[config.mk]
export PLATFORM = sky130hd
export DESIGN_NAME = parity_generator
export DESIGN_NICKNAME = d
export VERILOG_FILES = /design/src/rtl/all_types_pkg.sv /design/src/rtl/pg_skid_buffer.sv /design/src/rtl/parity_generator.sv
export SDC_FILE = /design/constraint.sdc
export NUM_CORES = 1
export LEC_CHECK = 0
export ABC_AREA = 1
export CAP_MARGIN = 20
export CORE_MARGIN = 5
export CORE_UTILIZATION = 35
export CTS_CLUSTER_SIZE = 28
export DETAILED_ROUTE_END_ITERATION = 8
export GPL_TIMING_DRIVEN = 0
export PLACE_DENSITY = 0.56
export RECOVER_POWER = 100
export SLEW_MARGIN = 20
export SYNTH_ARGS = -nofsm -noshare
export SYNTH_HDL_FRONTEND = slang
export SYNTH_SLANG_ARGS = --single-unit
[constraint.sdc]
create_clock -name clk_i -period 3.9 [get_ports clk_i]
set_clock_uncertainty 0.1 [all_clocks]
set_input_delay 0.78 -clock clk_i [delete_from_list [all_inputs] [get_ports clk_i]]
set_output_delay 0.78 -clock clk_i [all_outputs]
set_load 0.02 [all_outputs]
[src/rtl/all_types_pkg.sv]
// Shared enums for the parity checker/generator pair.
package all_types_pkg;

  typedef enum logic {
    EVEN = 1'b0,
    ODD  = 1'b1
  } parity_mode_t;

  typedef enum logic {
    MSB = 1'b0,
    LSB = 1'b1
  } parity_pos_t;

  typedef enum logic [1:0] {
    EMPTY = 2'd0,
    ONE   = 2'd1,
    FULL  = 2'd2
  } skid_state_t;

endpackage

[src/rtl/pg_skid_buffer.sv]
// Two-entry valid/ready skid buffer; ready is registered so it never depends on out_grant_i.
module pg_skid_buffer
  import all_types_pkg::*;
#(
  parameter int unsigned DATA_WIDTH = 8
) (
  input  logic                  clk_i,
  input  logic                  rst_ni,
  input  logic                  in_valid_i,
  input  logic [DATA_WIDTH-1:0] in_data_i,
  output logic                  in_ready_o,
  output logic                  out_valid_o,
  output logic [DATA_WIDTH-1:0] out_data_o,
  input  logic                  out_grant_i
);

  skid_state_t           state_q;
  logic                  ready_q;
  logic                  out_valid_q;
  logic [DATA_WIDTH-1:0] out_data_q;
  logic [DATA_WIDTH-1:0] skid_data_q;
  logic                  accept;
  logic                  xfer;

  assign accept      = in_valid_i & ready_q;
  assign xfer        = out_valid_q & out_grant_i;
  assign in_ready_o  = ready_q;
  assign out_valid_o = out_valid_q;
  assign out_data_o  = out_data_q;

  always_ff @(posedge clk_i or negedge rst_ni) begin
    if (!rst_ni) begin
      state_q     <= EMPTY;
      ready_q     <= 1'b1;
      out_valid_q <= 1'b0;
      out_data_q  <= '0;
      skid_data_q <= '0;
    end else begin
      unique case (state_q)
        EMPTY: begin
          if (accept) begin
            out_data_q  <= in_data_i;
            out_valid_q <= 1'b1;
            state_q     <= ONE;
          end
        end
        ONE: begin
          if (accept && xfer) begin
            out_data_q <= in_data_i;
          end else if (accept) begin
            skid_data_q <= in_data_i;
            ready_q     <= 1'b0;
            state_q     <= FULL;
          end else if (xfer) begin
            out_valid_q <= 1'b0;
            state_q     <= EMPTY;
          end
        end
        FULL: begin
          if (xfer) begin
            out_data_q <= skid_data_q;
            ready_q    <= 1'b1;
            state_q    <= ONE;
          end
        end
        default: begin
          state_q     <= EMPTY;
          ready_q     <= 1'b1;
          out_valid_q <= 1'b0;
        end
      endcase
    end
  end

endmodule

[src/rtl/parity_generator.sv]
// Adds a parity bit to each payload, buffers it for the FIFO push port and counts sent words.
module parity_generator
  import all_types_pkg::*;
#(
  parameter int unsigned  DATA_WIDTH        = 8,
  parameter parity_mode_t PARITY_MODE       = EVEN,
  parameter parity_pos_t  PARITY_BIT_CHOICE = MSB,
  parameter int unsigned  CNT_WIDTH         = 16
) (
  input  logic                  clk_i,
  input  logic                  rst_ni,
  input  logic                  valid_i,
  input  logic [DATA_WIDTH-2:0] data_i,
  output logic                  ready_o,
  input  logic                  inject_err_i,
  output logic                  push_valid_o,
  output logic [DATA_WIDTH-1:0] push_data_o,
  input  logic                  push_grant_i,
  output logic [CNT_WIDTH-1:0]  words_sent_o
);

  logic                  inj_q;
  logic                  inj;
  logic                  parity;
  logic [DATA_WIDTH-1:0] word;
  logic                  accept;
  logic                  xfer;
  logic [CNT_WIDTH-1:0]  cnt_q;

  assign accept = valid_i & ready_o;
  assign xfer   = push_valid_o & push_grant_i;

  // A pulse in the same cycle as the accept corrupts that very word.
  assign inj    = inj_q | inject_err_i;
  assign parity = (^data_i) ^ logic'(PARITY_MODE) ^ inj;

  always_comb begin
    word = '0;
    if (PARITY_BIT_CHOICE == MSB) begin
      word = {parity, data_i};
    end else begin
      word = {data_i, parity};
    end
  end

  always_ff @(posedge clk_i or negedge rst_ni) begin
    if (!rst_ni) begin
      inj_q <= 1'b0;
      cnt_q <= '0;
    end else begin
      if (accept) begin
        inj_q <= 1'b0;
      end else if (inject_err_i) begin
        inj_q <= 1'b1;
      end
      if (xfer) begin
        cnt_q <= cnt_q + CNT_WIDTH'(1);
      end
    end
  end

  assign words_sent_o = cnt_q;

  pg_skid_buffer #(
    .DATA_WIDTH(DATA_WIDTH)
  ) u_skid (
    .clk_i      (clk_i),
    .rst_ni     (rst_ni),
    .in_valid_i (valid_i),
    .in_data_i  (word),
    .in_ready_o (ready_o),
    .out_valid_o(push_valid_o),
    .out_data_o (push_data_o),
    .out_grant_i(push_grant_i)
  );

endmodule

### Word-level counts from Yosys, hierarchy flattened

Cells that the tools add are included.

* input bits: 12
* memories: 0
* bits in latches: 0
* memory bits (read-only): 0
* bits in writable memories: 0
* register bits: 37

* muxes and demuxes: 21
* bitwise operators: 7
* shift operators: 0
* divide/modulo/power cells: 0
* reduce and logical (&&, ||, !) cells: 10
* $add $sub $neg: 1
* magnitude comparators: 0
* multipliers: 0
* equality and inequality tests: 10

Operators with widths (count)
* 8-bit 2-to-1 mux: 3
* 8-bit case mux with 3 select lines: 1
* 16-bit by 1-bit adder with 16-bit output (second input constant): 1
* 4-bit AND reduction: 3
* 2-bit 2-to-1 mux: 5
* 2-bit by 1-bit inequality test with 1-bit output (second input constant): 5
* 1-bit 2-to-1 mux: 9
* 7-bit parity: 1
* 1-bit case mux with 3 select lines: 2
* 2-bit case mux with 3 select lines: 1
* 5-bit AND reduction: 1
* 2-bit inequality test (second input constant): 2
* 3-bit by 1-bit inequality test with 1-bit output (second input constant): 1
* 1-bit NOT: 3
* 3-bit AND reduction: 1
* 3-bit nonzero test: 1
* 1-bit bitwise AND: 2
* 2-bit by 1-bit equality test with 1-bit output (second input constant): 1
* 2-bit equality test (second input constant): 1
* 2-bit logical NOT: 1
* 2-bit nonzero test: 1
* 1-bit logical AND: 1
* 1-bit bitwise OR: 1
* 1-bit bitwise XOR: 1

### Depth between registers and ports, before layout

* depth after elaboration: 5
* depth in mapped cells: 10
* depth with buffers taken out: 10

### By module

A second synthesis with hierarchy kept.

* cells, all modules: 264
* area, all modules: 2005.7 µm²

By module, submodules not included
* parity_generator: cells an instance 142, times used 1, area an instance 1043.5 µm²
* pg_skid_buffer: cells an instance 122, times used 1, area an instance 962.2 µm²

### Worst setup path before layout

No wires, ideal clock.

* kind: input-to-reg
* start point: input port valid_i
* end point: register u_skid.skid_data_q[5]
* path slack: 2194 ps
* library setup time: 126 ps
* data required time: 3674 ps
* stages: 8
* arrival: 1480 ps
* cell sequence: nand2_1 inv_1 nand2_1 nor2_1 inv_1 buf_6 nand2_1 o21ai_0

* longest elaborated chain between the ends: 4

Ends and longest elaborated chain
* from (decl): RTL line parity_generator.sv:12 `input logic valid_i,`
* 1-bit bitwise AND (*): RTL line pg_skid_buffer.sv:25 `assign accept = in_valid_i & ready_q;`
* 1-bit logical AND: RTL line pg_skid_buffer.sv:48 `if (accept && xfer) begin`
* 1-bit NOT (no line)
* 3-bit AND reduction (no line) (*)
* to (signal assigned): RTL line pg_skid_buffer.sv:51 `skid_data_q <= in_data_i;`
* to (decl): RTL line pg_skid_buffer.sv:21 `logic [DATA_WIDTH-1:0] skid_data_q;`

Mark *: on every way between the ends. The rest lies on a longest branch, timed or not.
A chain may end at the register's enable or synchronous reset.

### Final worst setup path

* start point: input port push_grant_i
* end point: register u_skid.out_data_q[5] (netlist: u_skid.out_data_o[5])

* longest elaborated chain between the ends: 4

Ends and longest elaborated chain
* from (decl): RTL line parity_generator.sv:18 `input logic push_grant_i,`
* 1-bit bitwise AND (*): RTL line pg_skid_buffer.sv:26 `assign xfer = out_valid_q & out_grant_i;`
* 1-bit logical AND: RTL line pg_skid_buffer.sv:48
* 2-bit by 1-bit inequality test with 1-bit output (no line)
* 4-bit AND reduction (no line) (*)
* to (signal assigned): RTL line pg_skid_buffer.sv:42 `out_data_q <= in_data_i;`
* to (signal assigned): RTL line pg_skid_buffer.sv:49 `out_data_q <= in_data_i;`
* to (signal assigned): RTL line pg_skid_buffer.sv:61 `out_data_q <= skid_data_q;`
* to (decl): RTL line pg_skid_buffer.sv:20 `logic [DATA_WIDTH-1:0] out_data_q;`

Marked as above.

==> reports/metrics.csv <==
stage,metric,value,unit
clock_network,Resized Gates After CTS,0,
routing,DR vias/cell,4.567,
floorplanning,num rows,26,
routing,DRC,0,
synthesis,Mapped Nets,247,
routing,DR WL met2,1.815,mm
final_layout,Layout area overhead,25.53,%
routing,routed vias,1594,
outcome,run status,finished with violations,
clock_network,"Setup Fix Bufs, Post-CTS",0,
sta,Fin. Hold Viols,0,
synthesis,post-synthesis sequential area ratio,0.4888,
setup_path,"Req. time, crit path",3940,ps
floorplanning,height of the die,83.62,um
clock_network,TritonCTS clock tree,built,
setup_path,Startpoint Class,primary input,
routing,DR WL met3,226,um
synthesis,Synth Area per Inst,8.106,um^2
global_route,vias in the first global route,1547,
sta,fmax,392.9,MHz
routing,Detail Route Antenna Nets,0,
floorplanning,IO Count,38,
sta,Slew @ Worst Pin,1513,ps
sta,final critical-path required period,2545,ps
placement,DP HPWL,3.000,mm
floorplanning,Die W,83.62,um
clock_network,clk buf depth,2,
setup_path,CP arrival,2580,ps
worst_hold_path,Worst Hold Class,primary input to async pin,
job,MaxCap Viol Count,1,
clock_network,clock root cell,clkbuf_8,
routing,DRT Pass-1 Iters,4,
global_route,largest net degree at the start of global routing,28,
global_route,All-Layer GR Usage,0.1222,
sta,RSZ-0062 raised after global routing,false,
sta,"Slew Viols, Final",28,
clock_network,Post-CTS Hold Fix Bufs,0,
global_route,initial antenna violation count,0,
power,total power,0.001430,W
final_layout,Nets,292,
synthesis,post-synthesis cell type count,27,
power,Max VDD drop,0.2424,mV
setup_path,Critical Path End Type,flip-flop,
routing,DRT iter0 DRCs,47,
clock_network,Clock transition at path regs,70,ps
global_route,total gr overflow,0,
sta,Rel. slew slack,-0.008820,
outcome,failing checks,"max-capacitance violations, max-slew violations",
synthesis,cell count after synthesis,234,
placement,GP Congestion,0.7897,
floorplanning,initial core utilization,0.3667,
placement,Port Buffers,37,
floorplanning,Placeable Area,5172,um^2
routing,final wirelength,3.946,mm
sta,total negative slack,0,ps
sta,Setup-failing EPs final,0,
clock_network,H-tree lvl count,2,
routing,M1 WL,1.857,mm
final_layout,layout cell share with drive strength beyond 1,0.05018,
clock_network,CTS sink count,37,
global_route,first-pass GRT wire length,7.051,mm
floorplanning,Die ar.,6991,um^2
power,Lkg Pwr,1.197,nW
sta,fin crit share,0.6525,
setup_path,CP Max Fanout,10,
final_layout,number of antenna diodes,0,
routing,top routing layer in use,met4,
clock_network,CTS Buf Count,5,
clock_network,Skew-Pair Late Insertion Delay,280,ps
synthesis,"Cell Area, Synth",1897,um^2
setup_path,CP Class,primary input to flip-flop,
power,Power Density,600.7,nW/um^2
routing,WL/cell,11.31,um
synthesis,Yosys warning total,0,
synthesis,Seq cells post-synth,37,
## synthesized netlist by cell type (all sizes together)
library cell	instances	area [um^2]
inv	29	113.9
xor2	9	78.83
dfrtp	36	900.9
buf	3	38.79
nand3	8	40.04
nand4	4	25.02
nor3	2	15.01
a21oi	2	10.01
o21ai	16	80.07
nor2	26	128.9
clkinv	1	8.760
nand2	83	326.6
dfstp	1	26.28
xnor2	4	35.03
a31oi	8	50.05
ha	1	12.51
o22ai	1	6.260
## power breakdown
group | internal, W | total, W | switching [W] | leakage [nW]
logic | 0.000227 | 0.000556 | 0.000329 | 0.692
clock network | 0.000140 | 0.000268 | 0.000127 | 0.0443
registers | 0.000520 | 0.000607 | 0.0000868 | 0.461
total | 0.000887 | 0.00143 | 0.000543 | 1.20
## flip-flops by register name (all words and copies together) (netlist names)
| name | cells |
|---|---|
| inj_q | 1 |
| u_skid.in_ready_o | 1 |
| u_skid.out_data_o | 8 |
| u_skid.out_valid_o | 1 |
| u_skid.skid_data_q | 8 |
| u_skid.state_q | 2 |
| words_sent_o | 16 |
## layout by cell type, fill, tap and decap left out
master and n:
ha_1 1, xnor2_1 4, dfstp_2 1, nand2_2 2
inv_6 1, nand3_1 8, nor2_8 1, clkinvlp_2 1
nor3_1 2, xor2_1 9, dfrtp_1 36, nand4_1 4
dlygate4sd3_1 28, inv_1 27, buf_4 1, clkdlybuf4s50_1 8
clkbuf_1 5, nor2_1 25, inv_2 1, a31oi_1 8
a21oi_1 2, o21ai_0 16, nand2_1 81, clkbuf_8 6
o22ai_1 1
## cell families (layout without fill, tap and decap cells)
group | count (synthesis) | count (layout) | synth area share
AO/OA/AOI/OAI | 27 | 27 | 0.07718
XOR/XNOR | 13 | 13 | 0.06003
adder cells (fa/ha/maj) | 1 | 1 | 0.006595
buffers and inverters | 33 | 78 | 0.08510
flip-flops | 37 | 37 | 0.4888
AND/OR/NAND/NOR | 123 | 123 | 0.2823
## worst max-delay path, stage by stage
cell and delay, ps:
dlygate4sd3_1 530, nand2_1 270, o21ai_0 180, nand2_2 130, clkinvlp_2 200, clkbuf_1 290
nor2_1 150, a31oi_1 50
## final timing paths
kind	to	cells after the start	startpoint	slack [ps]
setup / recovery	u_skid.out_data_o[5]	8	push_grant_i	1360
hold / removal	words_sent_o[2]	1	rst_ni	340
setup reg to reg	u_skid.out_data_o[5]	7	u_skid.out_valid_o	1970
hold reg to reg	u_skid.in_ready_o	2	u_skid.in_ready_o	380
max in group asynchronous	u_skid.skid_data_q[3]	2	rst_ni	1580
min in group clk_i	u_skid.in_ready_o	2	u_skid.in_ready_o	380
## cell type report
class / count / area [um^2]
buffer: 3 / 15.01
clock buffer: 7 / 86.33
tap: 70 / 87.58
inverter: 30 / 118.9
timing repair buffer: 38 / 367.9
sequential: 37 / 927.1
multi-input combinational: 164 / 778.2
fill: 528 / 2791
## layer usage
layer / vias up / track usage
met5: - / 0
met4: 0 / 0.03947
met3: 5 / 0.03356
met2: 37 / 0.2017
met1: 733 / 0.1546
li1: 819 / -
## through the flow
step | instance area, um^2 | hold WS, ps | cells | util | setup slack [ps]
3_3_place_gp | 2355 | 368.7 | 341 | 0.4552 | 985.8
3_5_place_dp | 2370 | 374.0 | 342 | 0.4582 | 1455
2_1_floorplan | 1897 | 353.4 | 234 | - | 2194
5_1_grt | 2381 | 378.0 | 349 | 0.4603 | 1126
4_1_cts | 2456 | 260.9 | 349 | 0.4748 | 1585
6_report | 2381 | 340.6 | 349 | 0.4603 | 1355
Power figures use the tool's default switching activity.
